<file path="src/rtl/fp_mult_sched_pkg.sv">
// fp_mult_sched_pkg: shared types and status bit positions for the multiplier scheduler.
package fp_mult_sched_pkg;
    localparam int ST_OVF     = 7;
    localparam int ST_UDF     = 6;
    localparam int ST_ZERO    = 5;
    localparam int ST_INF     = 4;
    localparam int ST_NAN     = 3;
    localparam int ST_TINY    = 2;
    localparam int ST_HUGE    = 1;
    localparam int ST_INEXACT = 0;
    localparam int ID_W       = 3;

    typedef enum logic [1:0] {IDLE, INFLIGHT, DONE} slot_state_e;

    typedef struct packed {
        logic            valid;
        logic [ID_W-1:0] id;
    } tag_t;
endpackage

</file>
<file path="src/rtl/rr_arbiter.sv">
// rr_arbiter: combinational round-robin pick of the lowest requester at/after ptr.
module rr_arbiter #(
    parameter int N = 4,
    parameter int W = $clog2(N)
) (
    input  logic [N-1:0] req,
    input  logic [W-1:0] ptr,
    output logic [N-1:0] grant,
    output logic [W-1:0] id,
    output logic         any
);
    logic [W-1:0] j;

    always_comb begin
        grant = '0;
        id    = '0;
        any   = 1'b0;
        j     = '0;
        // scan from the far end so the nearest requester after ptr is written last
        for (int k = N - 1; k >= 0; k--) begin
            j = W'((int'(ptr) + k) % N);
            if (req[j]) begin
                id  = j;
                any = 1'b1;
            end
        end
        grant[id] = any;
    end
endmodule

</file>
<file path="src/rtl/fp_mult_scheduler.sv">
// fp_mult_scheduler: round-robin sharing of one pipelined FP multiplier, results routed back by tag.
module fp_mult_scheduler
    import fp_mult_sched_pkg::*;
#(
    parameter int N_REQ   = 4,
    parameter int LATENCY = 3
) (
    input  logic                 clk,
    input  logic                 rst,
    input  logic [N_REQ-1:0]     req_valid,
    output logic [N_REQ-1:0]     req_ready,
    input  logic [N_REQ*32-1:0]  req_a,
    input  logic [N_REQ*32-1:0]  req_b,
    input  logic [N_REQ*3-1:0]   req_rnd,
    output logic [N_REQ-1:0]     rsp_valid,
    input  logic [N_REQ-1:0]     rsp_ready,
    output logic [N_REQ*32-1:0]  rsp_z,
    output logic [N_REQ*8-1:0]   rsp_status,
    output logic [31:0]          mult_a,
    output logic [31:0]          mult_b,
    output logic [2:0]           mult_rnd,
    input  logic [31:0]          mult_z,
    input  logic [7:0]           mult_status,
    output logic [7:0]           sticky_status,
    input  logic                 clr_sticky,
    output logic                 busy
);
    localparam int PW = $clog2(N_REQ);

    slot_state_e      slot [N_REQ];
    tag_t             tags [LATENCY+1];
    logic [PW-1:0]    ptr;
    logic [PW-1:0]    win;
    logic [N_REQ-1:0] cand;
    logic [N_REQ-1:0] grant;
    logic             gnt;
    logic             tag_busy;

    always_comb begin
        tag_busy  = 1'b0;
        cand      = '0;
        rsp_valid = '0;
        for (int k = 0; k <= LATENCY; k++) tag_busy = tag_busy | tags[k].valid;
        for (int i = 0; i < N_REQ; i++) begin
            cand[i]      = req_valid[i] && slot[i] == IDLE;
            rsp_valid[i] = slot[i] == DONE;
        end
    end

    rr_arbiter #(.N(N_REQ), .W(PW)) u_arb (
        .req   (cand),
        .ptr   (ptr),
        .grant (grant),
        .id    (win),
        .any   (gnt)
    );

    assign req_ready = rst ? '0 : grant;
    assign busy      = tag_busy || |rsp_valid;

    // tags[0] shadows the operand register, tags[1..LATENCY] shadow the multiplier stages
    always_ff @(posedge clk) begin
        if (rst) begin
            ptr           <= '0;
            mult_a        <= '0;
            mult_b        <= '0;
            mult_rnd      <= '0;
            rsp_z         <= '0;
            rsp_status    <= '0;
            sticky_status <= '0;
            for (int i = 0; i < N_REQ; i++) slot[i] <= IDLE;
            for (int k = 0; k <= LATENCY; k++) tags[k] <= '0;
        end else begin
            tags[0] <= {gnt, ID_W'(win)};
            for (int k = 1; k <= LATENCY; k++) tags[k] <= tags[k-1];
            if (gnt) begin
                mult_a   <= req_a[32*win +: 32];
                mult_b   <= req_b[32*win +: 32];
                mult_rnd <= req_rnd[3*win +: 3];
                ptr      <= win == PW'(N_REQ - 1) ? '0 : win + 1'b1;
            end
            for (int i = 0; i < N_REQ; i++) begin
                if (grant[i])
                    slot[i] <= INFLIGHT;
                else if (tags[LATENCY].valid && tags[LATENCY].id == ID_W'(i)) begin
                    slot[i]              <= DONE;
                    rsp_z[32*i +: 32]    <= mult_z;
                    rsp_status[8*i +: 8] <= mult_status;
                end else if (slot[i] == DONE && rsp_ready[i])
                    slot[i] <= IDLE;
            end
            sticky_status <= (clr_sticky ? 8'h00 : sticky_status) | (tags[LATENCY].valid ? mult_status : 8'h00);
        end
    end
endmodule

</file>
<file path="config.mk">
export PLATFORM = sky130hd
export DESIGN_NAME = fp_mult_scheduler
export DESIGN_NICKNAME = d
export VERILOG_FILES = /design/src/rtl/fp_mult_sched_pkg.sv /design/src/rtl/rr_arbiter.sv /design/src/rtl/fp_mult_scheduler.sv
export SDC_FILE = /design/constraint.sdc
export NUM_CORES = 1
export LEC_CHECK = 0
export BUFFER_PORTS_ARGS = -buffer_cell sky130_fd_sc_hd__buf_2
export CAP_MARGIN = 5
export CORE_AREA = 2 2 216 218
export CTS_CLUSTER_DIAMETER = 60
export CTS_CLUSTER_SIZE = 40
export DETAILED_ROUTE_END_ITERATION = 10
export DIE_AREA = 0 0 218 220
export PLACE_DENSITY_LB_ADDON = 0.1
export SLEW_MARGIN = 20
export SYNTH_ARGS = -nofsm -noshare
export SYNTH_HDL_FRONTEND = slang
export SYNTH_SLANG_ARGS = --single-unit
</file>
<file path="constraint.sdc">
create_clock -name clk -period 3 [get_ports clk]
set_input_delay 0.45 -clock clk [delete_from_list [all_inputs] [get_ports clk]]
set_output_delay 0.45 -clock clk [all_outputs]
set_load 0.005 [all_outputs]
</file>
# After elaboration in Yosys (flattened, before gate mapping)
# Memories as Yosys holds them, arrays and structs flattened.
# Index checks and enable logic that the tools add are counted.
# Widths: inputs -> output; s select.
[word_totals] inputBits=319 mem_count=2 reg_bits=237 out_inout_bits=244 elab_cells=175 ramBits=24
[mem_list] memory="tags" words=4 width=4 rd=4 rd_clocked_by_memory_dff=0 wr=4 line="fp_mult_scheduler.sv:31" source="tag_t tags [LATENCY+1];"
[mem_list] memory="slot" words=4 width=2 rd=4 rd_clocked_by_memory_dff=0 wr=4 line="fp_mult_scheduler.sv:30" source="slot_state_e slot [N_REQ];"
[op_classes] addsub=4 mux=89 n_reduce_logical=24 shifts=3 n_lt_le_gt_ge=6 n_mul=1 n_bitwise=25 eq_ne=8
[op_table] op="$shiftx 128x8->32" n=2
[op_table] op="$mux 1" n=60
[op_table] op="$mux 2" n=17
[op_table] op="$mux 4" n=5
[op_table] op="$or 1x1->1" n=19
[op_table] op="$mux 8" n=2
[op_table] op="$lt 2x3->1 const B" n=5
[op_table] op="$logic_and 1x1->1" n=13
[op_table] op="$shiftx 12x5->3" n=1
[op_table] op="$eq 2x2->1 const B" n=5
[op_table] op="$bmux 1 s2" n=4
[op_table] op="$logic_not 2->1" n=4
[op_table] op="$or 8x8->8" n=1
[op_table] op="$reduce_and 2->1" n=4
[op_table] op="$eq 3x2->1 const B" n=2
[op_table] op="$add 2x1->2 const B" n=2
[op_table] op="$add 2x2->2 const B" n=2
[op_table] op="$and 4x4->4" n=1
[op_table] op="$mul 2x2->4 const A" n=1
[op_table] op="$not 1->1" n=4
[op_table] op="$reduce_or 4->1" n=1
[op_table] op="$eq 3x1->1 const B" n=1
[op_table] op="$logic_not 3->1" n=1
[op_table] op="$demux 1 s2" n=1
[op_table] op="other kinds (2)" n=2

# Longest topological paths before layout
# Gate-level depths: netlist (run 1).
[depth] word_depth=19 ltp_mapped=11 depth_no_buf=8

# Hierarchy
# Synthesis (run 1) repeated with hierarchy kept, for this count alone.
[unflattened] cells_unflattened=1141 hier_area_um2=10822.9
[by_module_without_submodules] module="fp_mult_scheduler" area_per_inst_um2=10611.4 seq_area_each_um2=5225.0 cells_per_inst=1108 n_inst=1
[by_module_without_submodules] module="rr_arbiter" area_per_inst_um2=211.5 seq_area_each_um2=0.0 cells_per_inst=33 n_inst=1

# Least setup slack after synthesis (run 1)
# OpenSTA, ideal clock, no wires.
[synth_timing] kind="input -> register" from="input req_valid[3]" to="memory slot[3][1] in the netlist's numbering, data pin" setup_ps=266 t_required_ps=2734 path_slack_ps=438 arrival_ps=2296 n_path_buf=2 path_stages=9 path_cell_list="nor3b_1 > o21ai_0 > a211o_1 > inv_2 > buf_2 > ha_1 > a21o_1 > clkbuf_1 > nor2_1"
[synth_lines] element="from (decl)" line="fp_mult_scheduler.sv:10" source="input logic [N_REQ-1:0] req_valid,"
[synth_lines] element="to (decl)" line="fp_mult_scheduler.sv:30"

==> flow_summary.yaml, run 1 <==
clock_network:
  cts_hold_buffers: 0
  cts_max_path_buffers: 3
  tritoncts.num_buffers: 30
  clockRootBuffer: "clkbuf_16"
  clk_pin_slew_ps: 70
  htree_levels: 1
  clock_latency_ps: 580
  cts_tree: "yes"
  tritoncts_num_sinks: 257
logic_synthesis:
  yosys.area.top_type: "dfxtp_1"
  synth_enable_flop_cells: 8
  yosysSeqAreaShare: 0.4090
  yosys.cell_types.count: 48
  syn_avg_cell_area_sq_um: 9.911
  yosys-top-cells-count: "mux2i_1 (254), dfxtp_1 (249), nand2_1 (157)"
  simple_gate_portion_of_the_synthesized_area: 0.2616
  yosys.cell_count.top_type: "mux2i_1"
  mappedNetlistNets: 1609
  synthArstFlopShare: 0
  post_synth_fa_ha_maj_area_fraction: 0.0009794
  synth_top_family_by_area: "simple AND/OR/NAND/NOR gates"
  post-synth-top-area-fraction: 0.3902
  muxShareOfSynthArea: 0.1990
  area_fraction_in_compound_gates_after_synthesis: 0.07973
  synth_seq_cells: 257
  post_synth_main_area_contributors: "dfxtp_1 (39%), mux2i_1 (20%), nand2b_1 (5.9%)"
  netlist_area_sq_mm: 0.01277
  synth_ff_type: "dfxtp_1"
  synth-xor-area-share: 0
  post_syn_instances: 1289
  ys_warn_count: 0
timing:
  report.final.setup_viol: 0
  fin_tns_setup_ps: 0
  achievable-frequency_ghz: 0.3454
  finalHoldViolations: 0
  worst_pin_slew_ps: 629.3
  period_minus_slack_ps: 2895
  finClkSkew_ps: 21.97
  max_slew_margin: 0.5795
  finalMaxSlewViolations: 0
  worst_slack_ps: 105.1
  share_of_the_clock_period_used_by_the_worst_path_after_layout: 0.9650
critical_path:
  start_kind: "flip-flop"
  critPathKind: "flip-flop to primary output"
  worst_r2r_start: "slot[0][0]$_SDFFCE_PP0P_"
  cell_chain_critical_path: "or4b_4, o22ai_2, a211o_4, inv_8, ha_4, and2_1, buf_2"
  r2r_slack_ps: 170
  required_ps: 2550
  crit_fanout: 11
  timing.critical_path.to_type: "primary output"
  worst_path_largest_cell_delay_ps: 580
  reg2reg_depth: 8
  r2r_end: "mult_rnd[1]$_SDFFE_PP0P_"
  crit_slowest_cell: "or4b_4"
  arrival_ps: 2440
placed_design:
  port-buffer-count: 562
  pre_cts_ws_ps: 172.0
  dp.final_hpwl_microns: 36860
  placed_cell_area_sq_mm: 0.01641
  dp_cells: 2377
  place.gp.congestion: 0.8194
run_status:
  status: "finished, final reports clean"
finish:
  nets: 2141
  fillers: 4724
  flow.area_growth_from_synthesis_pct: 39.41
  regArea_sq_mm: 0.005225
  fin_cells: 2455
  post_route_cells_drive_above_1_share: 0.4195
  multi_input_area_sq_mm: 0.007061
  final_core_utilization: 0.3883
  design_area_sq_mm: 0.01781
route:
  drt_first_iter_violations: 683
  detail_route.wirelength_microns: 51270
  drt_pass1_iterations: 5
  drcViolationCount: 0
  met3RoutedLength_microns: 3207
  detail_route.wl_per_cell_microns: 20.89
  final_antenna_net_count: 0
  met2RoutedLength_microns: 25310
  via_total_after_detailed_routing: 11820
  wirelength_met1_microns: 21920
  top_signal_layer_used: "met5"
  via_per_inst: 4.816
global_routing:
  grt_antenna_before_repair: 7
  grt_pass1_vias: 11350
  maximum_number_of_pins_on_one_net_before_global_route_repair: 86
  global_route_wire_length_before_repair_microns: 72250
  grt_remaining_overflow: 0
  gr-usage-all-layers: 0.1963
die:
  count_of_pins_on_the_block_boundary: 563
  die-area_sq_mm: 0.04796
  placement_rows: 79
  initial_core_util: 0.2785
  die_w_microns: 218
  die_y_microns: 220
  core_area_sq_mm: 0.04586
power:
  leakagePower_nw: 7.984
  power_per_cell_area_mw_per_mm2: 666.2
  maximum_resistive_drop_on_vdd_mv: 0.2701
hold_path:
  hold_wc_startpoint: "mult_z[21]"
  worstHoldPathCells: 3
  hold_end: "rsp_z[117]$_SDFFE_PP0P_"
  hold_path_class: "primary input to flip-flop"
flow_run:
  cap_viol_max_count: 0
-- cell usage in the layout (no fill, tap or decap), drive strengths merged, types with 3 or more instances in the layout --
cell type | synthesis | routed
a211oi | 3 | 3
a21oi | 45 | 45
a22oi | 9 | 9
buf | 55 | 620
bufbuf | 0 | 3
clkbuf | 70 | 35
clkinv | 0 | 5
clkinvlp | 0 | 4
dfxtp | 249 | 249
diode | 0 | 3
edfxtp | 8 | 8
inv | 3 | 16
mux2i | 254 | 254
nand2 | 157 | 157
nand2b | 120 | 120
nor2 | 58 | 58
nor2b | 15 | 15
nor3 | 3 | 3
nor3b | 4 | 4
nor4b | 135 | 135
o211ai | 67 | 67
o21ai | 5 | 5
o22ai | 3 | 3
or3b | 4 | 4
-- final cells by class --
class,instances,area share
clock buffers,33,0.04454
well taps,607,0.04264
clock inverters,23,0.01468
inverters,3,0.001054
diodes,3,0.0004215
flip-flops and latches,257,0.2934
repair buffers,625,0.2068
multi-input cells,904,0.3964
-- through the flow --
step	total power, mW	hold WS [ps]
floorplan	6.290	413.8
global placement	7.676	416.6
detailed placement	7.689	426.6
CTS	11.88	87.36
global route	12.45	94.18
finish	11.86	131.1
-- where the power goes --
part | internal [mW] | total [mW] | switching, mW
clock | 2.10 | 3.86 | 1.76
sequential | 3.85 | 4.08 | 0.231
combinational | 1.74 | 3.92 | 2.18
total | 7.69 | 11.9 | 4.17
-- what timing repair did --
item,in CTS,in global routing
pin swaps,3,7
gates cloned,3,2
endpoints found under the setup margin,3,4
buffers inserted,4,10
gates resized for setup,12,7
-- flip-flops by register name, indices dropped and copies added, names as in the netlist --
register       flops
mult_a            32
mult_b            32
mult_rnd           3
ptr                2
rsp_status        32
rsp_z            128
slot               8
sticky_status      8
tags              12
-- metal layers --
metal | vias to the layer above | global-route usage
li1 | 5689 | -
met1 | 5698 | 0.2532
met2 | 365 | 0.3351
met3 | 63 | 0.04444
met4 | 8 | 0.03832
met5 | - | 0
-- worst max-delay path: cells and delay by family, from the launching register on --
family / cells / cell delay (ps)
AO/OA/AOI/OAI: 2 / 330
adder cells (fa/ha/maj): 1 / 160
buffers and inverters: 2 / 200
AND/OR/NAND/NOR: 2 / 710
flip-flops: 1 / 460
-- worst max path at each step --
stage                                to  cells past startpoint                startpoint  slack [ps]
2_1_floorplan  slot[3][1]$_SDFFCE_PP0P_                      9              req_valid[3]         440
3_3_place_gp   mult_rnd[1]$_SDFFE_PP0P_                      8              req_valid[0]         200
3_5_place_dp   mult_rnd[1]$_SDFFE_PP0P_                      8              req_valid[0]         170
4_1_cts                    req_ready[3]                      7  slot[0][1]$_SDFFCE_PP0P_           9
5_1_grt                    req_ready[2]                      6  slot[2][0]$_SDFFCE_PP0P_          -6
6_report                   req_ready[3]                      7  slot[0][0]$_SDFFCE_PP0P_         110
-- cells by family (layout without fill, tap and decap cells) --
group	Yosys count	after routing
muxes	254	254
DFF	257	257
buffers and inverters	128	684
other	0	3
and+or+nand+nor	511	511
adders and majority gates	1	1
AOI/OAI and AO/OA	138	138
No activity file was read; power rests on OpenSTA's default activity.
==> run 2: changes to the inputs <==
--- a/config.mk
+++ b/config.mk
@@ -13,6 +13,7 @@
 export DETAILED_ROUTE_END_ITERATION = 10
 export DIE_AREA = 0 0 218 220
 export PLACE_DENSITY_LB_ADDON = 0.1
+export SETUP_SLACK_MARGIN = 0.2
 export SLEW_MARGIN = 20
 export SYNTH_ARGS = -nofsm -noshare
 export SYNTH_HDL_FRONTEND = slang
==> run 2 against run 1 <==
  * First-iteration DRC count is 6.4% higher
  * Sequential power hardly changed
  * Worst hold slack got worse by 1.9 ps
  * Non-clock buffer count is 7 higher
  * Critical path type unchanged
==> flow_summary.yaml, run 2 (synthesized netlist as in run 1, its figures left out) <==
run_status:
  status: "finished, final reports clean"
finish:
  post_route_cells_drive_above_1_share: 0.4233
  flow.area_growth_from_synthesis_pct: 40.39
  regArea_sq_mm: 0.005225
  nets: 2148
  largest-register: "rsp_z"
  multi_input_area_sq_mm: 0.007079
  fin_cells: 2462
  final_cell_mix: "buf_2 (560), mux2i_1 (254), dfxtp_1 (249)"
  final_common_cell: "buf_2"
  fillers: 4715
  number_of_flip_flops_under_the_largest_register_name: 128
critical_path:
  required_ps: 2550
  arrival_ps: 2370
  start_kind: "flip-flop"
  path_buf_inv: 2
  worst_path_largest_cell_delay_ps: 580
  r2r_slack_ps: 310
  r2r_end: "mult_rnd[1]$_SDFFE_PP0P_"
  timing.critical_path.to_type: "primary output"
  critical-path-top-cell-by-count: "buf_6"
  cell_chain_critical_path: "or4b_4, a21oi_4, buf_6, nor2_4, ha_4, and2_4, buf_6"
  reg2reg_depth: 8
  crit_fanout: 4
  crit_slowest_cell: "or4b_4"
  critPathKind: "flip-flop to primary output"
  worst_r2r_start: "slot[0][0]$_SDFFCE_PP0P_"
  worstSetupPathDepth: 7
  crit_family: "simple AND/OR/NAND/NOR gates"
route:
  detail_route.wirelength_microns: 51910
  top_signal_layer_used: "met5"
  drt_pass1_iterations: 5
  wirelength_met1_microns: 21990
  drcViolationCount: 0
  detail_route.wl_per_cell_microns: 21.08
  via_total_after_detailed_routing: 11860
  drt_first_iter_violations: 727
  via_per_inst: 4.819
  final_antenna_net_count: 0
  met3RoutedLength_microns: 3434
  met2RoutedLength_microns: 25550
die:
  die_y_microns: 220
  initial_core_util: 0.2785
  placement_rows: 79
  die_w_microns: 218
  count_of_pins_on_the_block_boundary: 563
  core_area_sq_mm: 0.04586
  die-area_sq_mm: 0.04796
hold_path:
  worstHoldPathCells: 3
  hold_wc_startpoint: "mult_z[19]"
  hold_end: "rsp_z[115]$_SDFFE_PP0P_"
  hold_path_class: "primary input to flip-flop"
clock_network:
  tritoncts_num_sinks: 257
  cts_tree: "yes"
  cts_max_path_buffers: 3
  htree_levels: 1
  clock_latency_ps: 580
  clockRootBuffer: "clkbuf_16"
  tritoncts.num_buffers: 30
  clk_pin_slew_ps: 80
global_routing:
  grt_pass1_vias: 11490
  maximum_number_of_pins_on_one_net_before_global_route_repair: 86
  grt_remaining_overflow: 0
  gr-usage-all-layers: 0.2014
  global_route_wire_length_before_repair_microns: 73800
  grt_antenna_before_repair: 6
timing:
  fin_tns_setup_ps: 0
  rsz0062_at_grt: "true"
  holdWs_ps: 129.2
  finalHoldViolations: 0
  share_of_the_clock_period_used_by_the_worst_path_after_layout: 0.9410
  worst_pin_slew_ps: 631.6
  finClkSkew_ps: 24.33
  report.final.setup_viol: 0
  max_slew_margin: 0.5773
  finalMaxSlewViolations: 0
  period_minus_slack_ps: 2823
  achievable-frequency_ghz: 0.3542
power:
  design_power_total_mw: 12.03
  maximum_resistive_drop_on_vdd_mv: 0.2672
  leakagePower_nw: 8.058
  power_per_cell_area_mw_per_mm2: 670.7
flow_run:
  cap_viol_max_count: 0
placed_design:
  place.gp.congestion: 0.8194
  dp_cells: 2377
  port-buffer-count: 562
  dp.final_hpwl_microns: 36860
[run 2: layout make-up]
cell class                      count  area share
Antenna cell                        3   0.0004186
Clock buffer                       33     0.04423
Clock inverter                     23     0.01458
Inverter                            3    0.001046
Multi-Input combinational cell    904      0.3947
Sequential cell                   257      0.2913
Tap cell                          607     0.04235
Timing Repair Buffer              632      0.2113
[run 2: worst max path at each step]
stage / from / to / slack [ps]
after floorplan: req_valid[3] / slot[3][1]$_SDFFCE_PP0P_ / 440
after global placement: req_valid[0] / mult_rnd[1]$_SDFFE_PP0P_ / 200
after detailed placement: req_valid[0] / mult_rnd[1]$_SDFFE_PP0P_ / 170
after CTS: slot[0][0]$_SDFFCE_PP0P_ / req_ready[3] / 170
after global routing: slot[3][1]$_SDFFCE_PP0P_ / req_ready[1] / 80
final: slot[0][0]$_SDFFCE_PP0P_ / req_ready[3] / 180
[run 2: power breakdown]
group	internal, mW	leakage (nW)	switching [mW]
sequential	3.85	2.11	0.232
combinational	1.85	5.44	2.23
clock	2.10	0.504	1.76
total	7.81	8.06	4.22
[run 2: routing by layer]
metal,track usage,vias to the layer above
met5,0,-
met4,0.03787,6
met3,0.04417,61
met2,0.3468,380
met1,0.2589,5710
li1,-,5707
[run 2: through the flow]
step / setup WS (ps) / area (sq um) / util
floorplan: 438.2 / 12770 / -
global placement: 196.2 / 16410 / 0.3577
detailed placement: 172.0 / 16410 / 0.3577
CTS: 170.2 / 17890 / 0.3902
global route: 78.90 / 17930 / 0.3910
finish: 177.0 / 17930 / 0.3910
[run 2: repair_timing]
| action | CTS | global route |
|---|---|---|
| gates resized for setup | 25 | 2 |
| pin swaps | 10 | 1 |
| cloned | 6 | 0 |
| hold buffers | 0 | 0 |
| endpoints found under the setup margin | 4 | 10 |
| buffers inserted | 17 | 3 |
[run 2: worst min-delay path, cell delays in order]
cell and delay [ps]:
buf_2 120, nand2_1 50, a21oi_1 50
